[config.mk]
export PLATFORM = sky130hd
export DESIGN_NAME = spi_shift_engine
export DESIGN_NICKNAME = d
export VERILOG_FILES = /design/src/rtl/spi_shift_engine.sv
export SDC_FILE = /design/constraint.sdc
export NUM_CORES = 1
export LEC_CHECK = 0
export ABC_CLOCK_PERIOD_IN_PS = 3900
export BUFFER_PORTS_ARGS = -buffer_cell sky130_fd_sc_hd__buf_4
export CELL_PAD_IN_SITES_DETAIL_PLACEMENT = 0
export CELL_PAD_IN_SITES_GLOBAL_PLACEMENT = 2
export CORE_MARGIN = 2
export CORE_UTILIZATION = 33
export DETAILED_ROUTE_END_ITERATION = 12
export GPL_ROUTABILITY_DRIVEN = 0
export PLACE_DENSITY = 0.9
export RECOVER_POWER = 100
export SETUP_SLACK_MARGIN = 0.15
export SYNTH_ARGS = -nofsm -noshare
export SYNTH_HDL_FRONTEND = slang
export SYNTH_SLANG_ARGS = --single-unit
[constraint.sdc]
create_clock -name clk_in -period 3.9 [get_ports clk_in]
set_clock_uncertainty 0.1 [all_clocks]
set_input_delay 0.39 -clock clk_in [delete_from_list [all_inputs] [get_ports clk_in]]
set_output_delay 0.39 -clock clk_in [all_outputs]
set_load 0.01 [all_outputs]
[src/rtl/spi_shift_engine.sv]
// spi_shift_engine
//   SPI-style transmit serializer driving the SSD1306 serial pins from the
//   display command sequencer. Provides a programmable SCLK divider, SCLK idle
//   polarity, selectable bit order, chip select, a per-word D/C line and
//   gap-free back-to-back words. An optional receive path is enabled by
//   defining SPI_SHIFT_RX_EN.
//
// Parameters
//   WIDTH      bits per word (>=2)
//   CLK_DIV    clk_in cycles per SCLK half-period (>=1)
//   CPOL       SCLK idle level (0 or 1)
//   MSB_FIRST  1: data_in[WIDTH-1] goes out first, 0: data_in[0] first
//
// Ports
//   clk_in        system clock
//   reset_in      asynchronous active-high reset
//   start_in      word request, taken when start_in & ready_out
//   data_in       word to transmit, sampled on accept
//   dc_in         D/C level for the word, sampled on accept
//   ready_out     engine can accept a word this cycle
//   busy_out      high from the cycle after accept until back in IDLE
//   clk_out       SCLK
//   serial_out    MOSI
//   cs_n_out      chip select, active low
//   dc_out        D/C for the word in flight
//   serial_in     MISO (only used when SPI_SHIFT_RX_EN is defined)
//   data_out      last received word (0 when the receive path is absent)
//   rx_valid_out  one-cycle pulse when data_out updates
module spi_shift_engine #(
    parameter int WIDTH     = 8,
    parameter int CLK_DIV   = 2,
    parameter int CPOL      = 0,
    parameter int MSB_FIRST = 1
) (
    input  logic             clk_in,
    input  logic             reset_in,
    input  logic             start_in,
    input  logic [WIDTH-1:0] data_in,
    input  logic             dc_in,
    output logic             ready_out,
    output logic             busy_out,
    output logic             clk_out,
    output logic             serial_out,
    output logic             cs_n_out,
    output logic             dc_out,
    input  logic             serial_in,
    output logic [WIDTH-1:0] data_out,
    output logic             rx_valid_out
);

    localparam int DIV_W = $clog2(CLK_DIV + 1);
    localparam int BIT_W = $clog2(WIDTH);
    localparam logic [DIV_W-1:0] DIV_LAST = DIV_W'(CLK_DIV - 1);
    localparam logic [BIT_W-1:0] BIT_LAST = BIT_W'(WIDTH - 1);
    localparam logic IDLE_CLK = (CPOL != 0);

    typedef enum logic [1:0] {S_IDLE, S_LOW, S_HIGH, S_HOLD} state_t;

    // Bit currently at the "wire" end of a word in the chosen order.
    function automatic logic first_bit(input logic [WIDTH-1:0] w);
        return (MSB_FIRST != 0) ? w[WIDTH-1] : w[0];
    endfunction

    // Move the next bit to the wire end of the word.
    function automatic logic [WIDTH-1:0] advance(input logic [WIDTH-1:0] w);
        return (MSB_FIRST != 0) ? {w[WIDTH-2:0], 1'b0} : {1'b0, w[WIDTH-1:1]};
    endfunction

    state_t             state_q, state_d;
    logic [DIV_W-1:0]   div_q, div_d;
    logic [BIT_W-1:0]   bit_q, bit_d;
    logic [WIDTH-1:0]   shift_q, shift_d;
    logic               ser_q, ser_d;
    logic               cs_n_q, cs_n_d;
    logic               sclk_q, sclk_d;
    logic               dc_q, dc_d;

    logic word_end;
    logic accept;

    // Final clk_in cycle of the last bit's HIGH phase: the only mid-transfer
    // point where a following word can be chained without a gap.
    assign word_end = (state_q == S_HIGH) && (div_q == DIV_LAST) && (bit_q == BIT_LAST);
    assign accept   = start_in && ((state_q == S_IDLE) || word_end);

    assign ready_out  = !reset_in && ((state_q == S_IDLE) || word_end);
    assign busy_out   = (state_q != S_IDLE);
    assign clk_out    = sclk_q;
    assign serial_out = ser_q;
    assign cs_n_out   = cs_n_q;
    assign dc_out     = dc_q;

    always_comb begin
        state_d = state_q;
        div_d   = div_q;
        bit_d   = bit_q;
        shift_d = shift_q;
        ser_d   = ser_q;
        cs_n_d  = cs_n_q;
        sclk_d  = sclk_q;
        dc_d    = dc_q;

        case (state_q)
            S_IDLE: ;
            S_LOW: begin
                if (div_q == DIV_LAST) begin
                    div_d   = '0;
                    state_d = S_HIGH;
                    sclk_d  = 1'b1;
                end else begin
                    div_d = div_q + DIV_W'(1);
                end
            end
            S_HIGH: begin
                if (div_q == DIV_LAST) begin
                    div_d = '0;
                    if (bit_q != BIT_LAST) begin
                        // MOSI only changes on entry to LOW, keeping it
                        // stable across the SCLK rising edge.
                        state_d = S_LOW;
                        bit_d   = bit_q + BIT_W'(1);
                        shift_d = advance(shift_q);
                        ser_d   = first_bit(advance(shift_q));
                        sclk_d  = 1'b0;
                    end else begin
                        state_d = S_HOLD;
                        sclk_d  = IDLE_CLK;
                    end
                end else begin
                    div_d = div_q + DIV_W'(1);
                end
            end
            S_HOLD: begin
                if (div_q == DIV_LAST) begin
                    div_d   = '0;
                    state_d = S_IDLE;
                    cs_n_d  = 1'b1;
                    ser_d   = 1'b0;
                end else begin
                    div_d = div_q + DIV_W'(1);
                end
            end
            default: state_d = S_IDLE;
        endcase

        // A new word (from IDLE or chained at word end) overrides the above.
        if (accept) begin
            state_d = S_LOW;
            div_d   = '0;
            bit_d   = '0;
            shift_d = data_in;
            ser_d   = first_bit(data_in);
            cs_n_d  = 1'b0;
            sclk_d  = 1'b0;
            dc_d    = dc_in;
        end
    end

    always_ff @(posedge clk_in or posedge reset_in) begin
        if (reset_in) begin
            state_q <= S_IDLE;
            div_q   <= '0;
            bit_q   <= '0;
            shift_q <= '0;
            ser_q   <= 1'b0;
            cs_n_q  <= 1'b1;
            sclk_q  <= IDLE_CLK;
            dc_q    <= 1'b0;
        end else begin
            state_q <= state_d;
            div_q   <= div_d;
            bit_q   <= bit_d;
            shift_q <= shift_d;
            ser_q   <= ser_d;
            cs_n_q  <= cs_n_d;
            sclk_q  <= sclk_d;
            dc_q    <= dc_d;
        end
    end

`ifdef SPI_SHIFT_RX_EN
    logic [WIDTH-1:0] rx_shift_q, rx_shift_d;
    logic [WIDTH-1:0] rx_data_q, rx_data_d;
    logic             rx_valid_q, rx_valid_d;

    always_comb begin
        rx_shift_d = rx_shift_q;
        rx_data_d  = rx_data_q;
        rx_valid_d = 1'b0;
        // Sample on the clk_in edge that raises SCLK; assemble in wire order
        // so the finished word matches the transmit bit order.
        if ((state_q == S_LOW) && (div_q == DIV_LAST)) begin
            rx_shift_d = (MSB_FIRST != 0) ? {rx_shift_q[WIDTH-2:0], serial_in}
                                          : {serial_in, rx_shift_q[WIDTH-1:1]};
        end
        // The last sample was taken at the end of the last LOW phase, so the
        // shift register already holds the complete word here.
        if (word_end) begin
            rx_data_d  = rx_shift_q;
            rx_valid_d = 1'b1;
        end
    end

    always_ff @(posedge clk_in or posedge reset_in) begin
        if (reset_in) begin
            rx_shift_q <= '0;
            rx_data_q  <= '0;
            rx_valid_q <= 1'b0;
        end else begin
            rx_shift_q <= rx_shift_d;
            rx_data_q  <= rx_data_d;
            rx_valid_q <= rx_valid_d;
        end
    end

    assign data_out     = rx_data_q;
    assign rx_valid_out = rx_valid_q;
`else
    logic unused_serial_in;
    assign unused_serial_in = serial_in;
    assign data_out         = '0;
    assign rx_valid_out     = 1'b0;
`endif

endmodule
* Word level (Yosys, flattened, before mapping)
Cells that the tools add are included.
** Word-level totals
- Memory bits (writable) :: 0
- Bits in latches :: 0
- Bits in read-only memories :: 0
- Register bits :: 18
- Memories kept :: 0
** Operators by class
- Bitwise operators :: 0
- $lt $le $gt $ge :: 0
- Shift operators :: 0
- Reductions and logical operators :: 22
- Multiplexer cells :: 27
- Equal/unequal tests :: 10
- Div/mod/pow operators :: 0
- $add $sub $neg :: 2
- Multiply operators :: 0
** Operators by type and width (number)
- two-way mux 7 bit :: 4
- two-way mux 2 bit :: 8
- two-way mux 3 bit :: 4
- nonzero test 2 bit :: 6
- != test 3 bit (second input constant) :: 3
- two-way mux 1 bit :: 8
- AND reduction 4 bit :: 2
- != test 3 x 2 -> 1 bit (second input constant) :: 2
- case mux 2 bit (3 select lines) :: 1
- AND reduction 3 bit :: 2
- nonzero test 3 bit :: 2
- == test 2 x 1 -> 1 bit (second input constant) :: 2
- == test 2 bit (second input constant) :: 2
- logical AND 1 bit :: 4
- case mux 1 bit (2 select lines) :: 2
- nonzero test 4 bit :: 1
- adder 3 x 1 -> 3 bit (second input constant) :: 1
- == test 3 bit (second input constant) :: 1
- OR reduction 3 bit :: 1
- adder 2 x 1 -> 2 bit (second input constant) :: 1
- logical NOT 2 bit :: 1
- AND reduction 2 bit :: 1
- logical NOT 1 bit :: 1
- logical OR 1 bit :: 1

* Longest topological paths before layout
Gate-level depths: netlist of run 1.
- Depth in word-level cells :: 7
- Mapped depth :: 7
- Mapped depth without buffers :: 6

* Worst setup path before layout of run 1
OpenSTA, ideal clock, no wires.
- Path kind :: register to output
- Start point :: register bit_q[0]
- End point :: output ready_out
- Required time :: 3.410 ns
- Arrival :: 1.253 ns
- Cell stages (with the launch flop) :: 5
- Buffers on the path :: 0
- Path slack :: 2.157 ns
- Cell sequence :: dfrtp_1 > ha_1 > ha_1 > nand3b_1 > a211oi_1
** Between the ends
- Cells in the longest elaborated chain, start to end :: 4
** Ends and longest elaborated chain
- from (decl) :: line 71 : logic [BIT_W-1:0] bit_q, bit_d;
- from (signal assigned) :: line 172 : bit_q <= bit_d;
- == test 3 bit :: line 83 : assign word_end = (state_q == S_HIGH) && (div_q == DIV_LAST) && (bit_q == BIT_LAST);
- logical AND 1 bit :: line 83
- logical OR 1 bit :: line 86 : assign ready_out = !reset_in && ((state_q == S_IDLE) || word_end);
- logical AND 1 bit :: line 86
- to (decl) :: line 40 : output logic ready_out,
Every way passes these cells.

* Worst setup path after layout of run 1
- Start point :: register bit_q[0]
- End point :: register dc_q (netlist: dc_out)
** Between the ends
- Cells in the longest elaborated chain, start to end :: 4
** Ends and longest elaborated chain
- == test 3 bit :: line 83
- logical AND 1 bit :: line 83
- logical OR 1 bit :: line 84 : assign accept = start_in && ((state_q == S_IDLE) || word_end);
- logical AND 1 bit :: line 84
- to (signal assigned) :: line 168 : dc_q <= 1'b0;
- to (signal assigned) :: line 177 : dc_q <= dc_d;
- to (decl) :: line 76 : logic dc_q, dc_d;
Every way passes these cells.
A chain may end at the register's enable or synchronous reset.

==> flow_summary_export.csv, run 1 <==
group,metric,value,unit
routing,wl_per_cell,11.7,um
sta,setup_ws,1320,ps
setup_path,cp_slowest_cell,"a21oi_1",
routing,dr.pass1.iters,4,
place,post-place-ws,1870,ps
place,detailed_place_hpwl,1240,um
routing,vias_per_cell,4.86,
sta,setup_tns,0,ps
clocking,cts_tree,"built",
grt,grt_overflow,0,
yosys,synth_edf_count,0,
clocking,cts_sinks,18,
sta,maxSlewHeadroom,10.6,%
die,start_util,35.5,%
cells_and_area,n_antenna_cell,0,
routing,routed_wl,1730,um
die,rows,19,
clocking,postCtsResizedCells,0,
yosys,postSynthAreaPerCell,9.85,um^2
setup_path,worst_path_most_repeated_cell,"ha_1",
setup_path,crit_path_max_incr_delay,1050,ps
routing,postRouteAntennaNets,0,
setup_path,crit_chain,"ha_1, ha_1, nand3b_1, a21oi_1, mux2_2",
yosys,synth_area,995,um^2
die,num_io_pins,28,
routing,drt_iter0_markers,20,
setup_path,critPathRequiredTime,3980,ps
grt,grt_start_max_net_pins,20,
grt,grt_use_total,11.5,%
setup_path,critPathLaunch,"bit_q[0]$_DFFE_PP0P_",
setup_path,cp_data_arrival_time,2670,ps
clocking,clkTransAtPathRegs,110,ps
sta,setup_viol,0,
place,place_inst,144,
setup_path,crit_path_start_kind,"flop",
yosys,synth-seq-cells,18,
yosys,async_flop_share,100,%
sta,period_share,66.3,%
clocking,cts_buffers,3,
sta,max_freq,387,MHz
setup_path,crit_end,"dc_out$_DFFE_PP0P_",
pwr,power.total,0.775,mW
routing,wirelength_met1,870,um
routing,wl_met3,115,um
clocking,clock_latency,300,ps
status,status,"finished clean",
routing,top_layer,"met3",
yosys,seq_area_frac_synth,45.4,%
yosys,syn_inst,101,
cells_and_area,final_cells,148,
setup_path,worstRegToRegCells,5,
setup_path,worstSetupPathType,"flop to flop",
grt,antenna_found_initial,0,
pwr,cellPowerDensity,700,nW/um^2
clocking,cts_max_level,1,
sta,grt_setup_unrepaired,"no",
clocking,ctsHoldBuffers,0,
yosys,synth-main-ff-cell,"dfrtp_1",
sta,report.final.slew_viol_count,0,
setup_path,cp_max_fo,19,
routing,route.met2.wl,747,um
pwr,leakage,0.532,nW
clocking,post_cts_buffers,0,
setup_path,endpoint_kind,"flop",
sta,final-hold-violation-count,0,
sta,worstMarginPinSlew,1340,ps
worst_hold_path,hold_class,"input pin to async pin",
flow_run,maxCapViolations,0,
die,coreArea,2810,um^2
clocking,root_buffer,"clkbuf_4",
setup_path,worst_r2r_endpoint,"dc_out$_DFFE_PP0P_",
setup_path,r2r_start,"bit_q[0]$_DFFE_PP0P_",
cells_and_area,drive_gt1_share,17.9,%
setup_path,cp_num_cells,5,
cells_and_area,synthToLayoutAreaGrowth,11.3,%
die,die-area,3470,um^2
sta,period_needed,2580,ps
yosys,yosys_warnings,0,
sta,hold_slack,102,ps
routing,route.detailed.drc,0,
setup_path,critPathTopFamily,"compound AO/OA/AOI/OAI gates",
setup_path,cp_num_buf_inv,0,
setup_path,r2r_slack,1320,ps
clocking,cts_buffer_depth,2,
cells_and_area,layout.nets,133,
yosys,synth_cell_type_count,33,
grt,grt_pass1_vias,639,
die,die_x,58.9,um
pwr,ir_worst_vdd,0.291,mV
die,die_h,58.9,um
grt,grt_pass1_wl,3010,um
place,io_buffers,17,
routing,vias,720,
[area by class of cell]
| type | instances | area (um^2) |
|---|---|---|
| fillers | 297 | 1700 |
| clock buffers | 4 | 36.3 |
| well taps | 31 | 38.8 |
| repair buffers | 17 | 105 |
| flip-flops and latches | 18 | 452 |
| multi-input cells | 72 | 453 |
| inverters | 6 | 22.5 |
[power breakdown]
| part | total, mW | internal [mW] | switching [mW] |
|---|---|---|---|
| sequential | 0.356 | 0.273 | 0.0822 |
| clock | 0.116 | 0.0569 | 0.0594 |
| combinational | 0.303 | 0.140 | 0.163 |
[registers in the layout, indices dropped and copies added (netlist names)]
| signal | flops |
|---|---|
| bit_q | 3 |
| clk_out | 1 |
| cs_n_out | 1 |
| dc_out | 1 |
| div_q | 2 |
| serial_out | 1 |
| shift_q | 7 |
| state_q | 2 |
[worst min path at each step]
stage | from | end | slack (ps) | cells after the start
6_report | reset_in | div_q[0]$_DFFE_PP0P_ | 100 | 2
5_1_grt | reset_in | div_q[1]$_DFFE_PP0P_ | 150 | 2
4_1_cts | reset_in | div_q[1]$_DFFE_PP0P_ | 120 | 2
3_5_place_dp | shift_q[5]$_DFFE_PP0P_ | shift_q[6]$_DFFE_PP0P_ | 380 | 1
3_3_place_gp | shift_q[5]$_DFFE_PP0P_ | shift_q[6]$_DFFE_PP0P_ | 380 | 1
2_1_floorplan | reset_in | bit_q[0]$_DFFE_PP0P_ | 230 | 1
[cells in the final DEF, fill, tap and decap left out, types with 4 or more instances in the layout]
master,count
buf_4,10
clkbuf_1,6
dfrtp_1,17
o21ai_0,8
nor2_1,10
clkbuf_4,4
inv_1,6
conb_1,9
nand2_1,7
a21oi_1,6
mux2i_1,6
[Yosys cell counts, types with 3 or more instances]
cell type,instances,area (um^2)
nor2_1,10,37.5
nand2b_1,3,18.8
o21ai_0,4,20.0
nand2_1,7,26.3
o21ai_1,4,20.0
inv_1,6,22.5
buf_4,9,67.6
dfrtp_1,17,425
buf_2,3,15.0
mux2i_1,6,60.1
a21oi_1,5,25.0
[routing by layer]
layer,global-route usage (%),vias up
li1,-,359
met1,17.0,340
met2,15.9,21
met3,4.62,0
met4,1.95,0
met5,0,-
[worst reg2reg max path: stages, from the launching register on]
cell and delay (ps):
dfrtp_1 370, ha_1 150, ha_1 260, nand3b_1 120, a21oi_1 1050, mux2_2 430
[per-stage QoR]
step	utilization [%]	cell area, um^2
after floorplan	-	1020
after global placement	39.4	1100
after detailed placement	39.4	1100
after CTS	40.7	1140
after global routing	39.5	1110
final	39.5	1110
[cells by family (layout without fill, tap and decap cells)]
family / count (synthesis) / after routing / synth area share [%]
mux: 8 / 8 / 8.30
other cells: 1 / 9 / 0.377
flops: 18 / 18 / 45.4
simple gates: 30 / 30 / 16.0
fa+ha+maj: 2 / 2 / 2.52
buf+inv: 19 / 27 / 10.9
compound gates: 22 / 22 / 15.6
xor+xnor: 1 / 1 / 0.881
Power figures use the tool's default switching activity.
==> run 2, diff against run 1 <==
- ABC_AREA: not set -> 1
- ABC_CLOCK_PERIOD_IN_PS: 3900 -> 2300
- CORE_UTILIZATION: 33 -> 27
- PLACE_DENSITY: 0.9 -> 0.81
- clock period: 3.9 -> 2.3 ns (I/O delays scaled with it)
==> run 2 against run 1 <==
Effect of this change:
- critical path type unchanged
- worst hold slack got worse by 100 ps
- utilization fell by 7.6 points
- count of clock-buffer cells in the layout is the same
- non-clock buffer count stayed put
==> flow_summary_export.csv, run 2 <==
group,metric,value,unit
place,place_inst,187,
die,die-area,4480,um^2
yosys,seq_area_frac_synth,42.3,%
routing,wirelength_met1,889,um
grt,grt_use_total,9.93,%
setup_path,cp_max_fo,11,
clocking,cts_sinks,18,
sta,worstMarginPinSlew,701,ps
yosys,postSynthAreaPerCell,8.48,um^2
cells_and_area,nFillCells,434,
grt,grt_overflow,0,
die,start_util,28.5,%
grt,grt_start_max_net_pins,23,
sta,grt_setup_unrepaired,"no",
routing,wl_met3,99,um
clocking,post_cts_buffers,0,
routing,drt_iter0_markers,50,
yosys,yosysMostFrequentCell,"nand2_1",
yosys,syn_inst,126,
yosys,synth_area,1070,um^2
clocking,cts_max_level,1,
clocking,ctsHoldBuffers,0,
cells_and_area,multiInputGateArea,470,um^2
cells_and_area,most-common-layout-cells,"38 x nand2_1, 17 x dfrtp_1, 12 x inv_1, 12 x nand3_1, 11 x buf_4",
yosys,synth_edf_count,0,
place,io_buffers,17,
sta,final-hold-violation-count,0,
yosys,yosys_warnings,0,
routing,wl_per_cell,10.3,um
pwr,ir_worst_vdd,0.402,mV
routing,route.detailed.drc,0,
sta,period_share,84.3,%
pwr,power.total,1.47,mW
setup_path,critPathRequiredTime,2380,ps
clocking,clock_latency,250,ps
cells_and_area,synthToLayoutAreaGrowth,11.6,%
yosys,synth_area_leader_cell,"dfrtp_1",
yosys,async_flop_share,100,%
routing,vias,798,
setup_path,cp_data_arrival_time,2020,ps
sta,hold_slack,2.04,ps
routing,vias_per_cell,4.18,
yosys,synth-seq-cells,18,
setup_path,worstSetupPathType,"flop to flop",
setup_path,crit_path_start_kind,"flop",
die,num_io_pins,28,
die,coreArea,3740,um^2
cells_and_area,n_antenna_cell,0,
clocking,clkTransAtPathRegs,70,ps
cells_and_area,final_cells,191,
routing,top_layer,"met4",
sta,max_freq,516,MHz
grt,grt_pass1_vias,739,
cells_and_area,max_flop_register,"shift_q",
sta,report.final.slew_viol_count,0,
yosys,synth-main-ff-cell,"dfrtp_1",
flow_run,maxCapViolations,0,
cells_and_area,largest_reg_flops,7,
routing,route.met2.wl,967,um
die,rows,22,
routing,routed_wl,1970,um
cells_and_area,seq_area,452,um^2
sta,period_needed,1940,ps
clocking,cts_tree,"built",
clocking,cts_buffers,3,
clocking,cts_buffer_depth,2,
grt,grt_pass1_wl,3330,um
die,die_h,66.9,um
worst_hold_path,hold_class,"input pin to async pin",
yosys,synth_area_leaders,"dfrtp_1 40%, nand2_1 13%, buf_4 7.0%, nand3_1 5.6%, inv_1 3.5%",
yosys,synth_top_area_share,39.8,%
grt,antenna_found_initial,0,
pwr,cellPowerDensity,1230,nW/um^2
routing,dr.pass1.iters,4,
cells_and_area,final_common_cell,"nand2_1",
sta,setup_ws,361,ps
clocking,root_buffer,"clkbuf_8",
clocking,postCtsResizedCells,0,
cells_and_area,reg_top3,"shift_q: 7 flops, bit_q: 3 flops",
cells_and_area,layout.nets,159,
sta,maxSlewHeadroom,53.2,%
sta,setup_viol,0,
yosys,synth_cell_type_count,26,
place,detailed_place_hpwl,1440,um
status,status,"finished clean",
sta,setup_tns,0,ps
cells_and_area,drive_gt1_share,21.7,%
setup_path,endpoint_kind,"flop",
routing,postRouteAntennaNets,0,
place,post-place-ws,405,ps
die,die_x,66.9,um
pwr,leakage,0.637,nW
yosys,synth_common_cells,"36 x nand2_1, 17 x dfrtp_1, 12 x nand3_1",
-- run 2: changes by cell type in the layout (fill, tap and decap cells not counted), sizes merged, moves of 3 or more --
cell and change:
nand2b -3, mux2i -6, inv +9, a21oi -3, o211ai +3, o21ai -4
nand2 +35, nand3 +13
-- run 2: final timing paths --
path,start,endpoint,slack [ps],cells after the start
min in group clk_in,dc_in,dc_out$_DFFE_PP0P_,70,3
worst max register to register,bit_q[0]$_DFFE_PP0P_,bit_q[0]$_DFFE_PP0P_,360,6
worst max-delay path,bit_q[0]$_DFFE_PP0P_,bit_q[0]$_DFFE_PP0P_,360,6
worst min register to register,dc_out$_DFFE_PP0P_,dc_out$_DFFE_PP0P_,380,2
max in group asynchronous,reset_in,shift_q[3]$_DFFE_PP0P_,1650,2
worst min-delay path,reset_in,clk_out$_DFFE_PP0P_,2,2
-- run 2: cell families (layout without fill, tap and decap cells) --
group | after synthesis | count (layout) | synth area share (%)
DFF | 18 | 18 | 42.3
buffers and inverters | 27 | 36 | 14.8
other | 1 | 9 | 0.351
AOI/OAI and AO/OA | 10 | 10 | 7.26
and+or+nand+nor | 67 | 67 | 32.2
adders and majority gates | 2 | 2 | 2.34
xor gates and xnor gates | 1 | 1 | 0.820
-- run 2: metrics by stage --
step / util, % / cell area, um^2
finish: 31.9 / 1190
CTS: 32.9 / 1230
floorplan: - / 1100
detailed placement: 31.7 / 1180
global route: 31.9 / 1190
global placement: 31.7 / 1180
-- run 2: cell type report --
type | instances | share of cell area (%)
Inverter | 15 | 4.72
Sequential cell | 18 | 37.9
Multi-Input combinational cell | 89 | 39.5
Tap cell | 48 | 5.04
Timing Repair Buffer | 17 | 9.13
Clock buffer | 4 | 3.78
-- run 2: routing by layer --
| layer | vias to the layer above | track usage (%) |
|---|---|---|
| li1 | 409 | - |
| met1 | 373 | 12.1 |
| met2 | 14 | 17.0 |
| met3 | 2 | 3.55 |
| met4 | 0 | 1.53 |
| met5 | - | 0 |
-- run 2: critical path, stage by stage, from the launching register on --
cell and delay (ps):
dfrtp_1 400, ha_1 210, ha_1 220, inv_1 110, nand4_1 440, xor2_1 290, nor2_1 100
-- run 2: power breakdown --
group | total (mW) | internal, mW | switching, mW | leakage, nW
registers | 0.563 | 0.472 | 0.0912 | 0.222
clock network | 0.226 | 0.123 | 0.104 | 0.0228
logic | 0.680 | 0.251 | 0.428 | 0.392
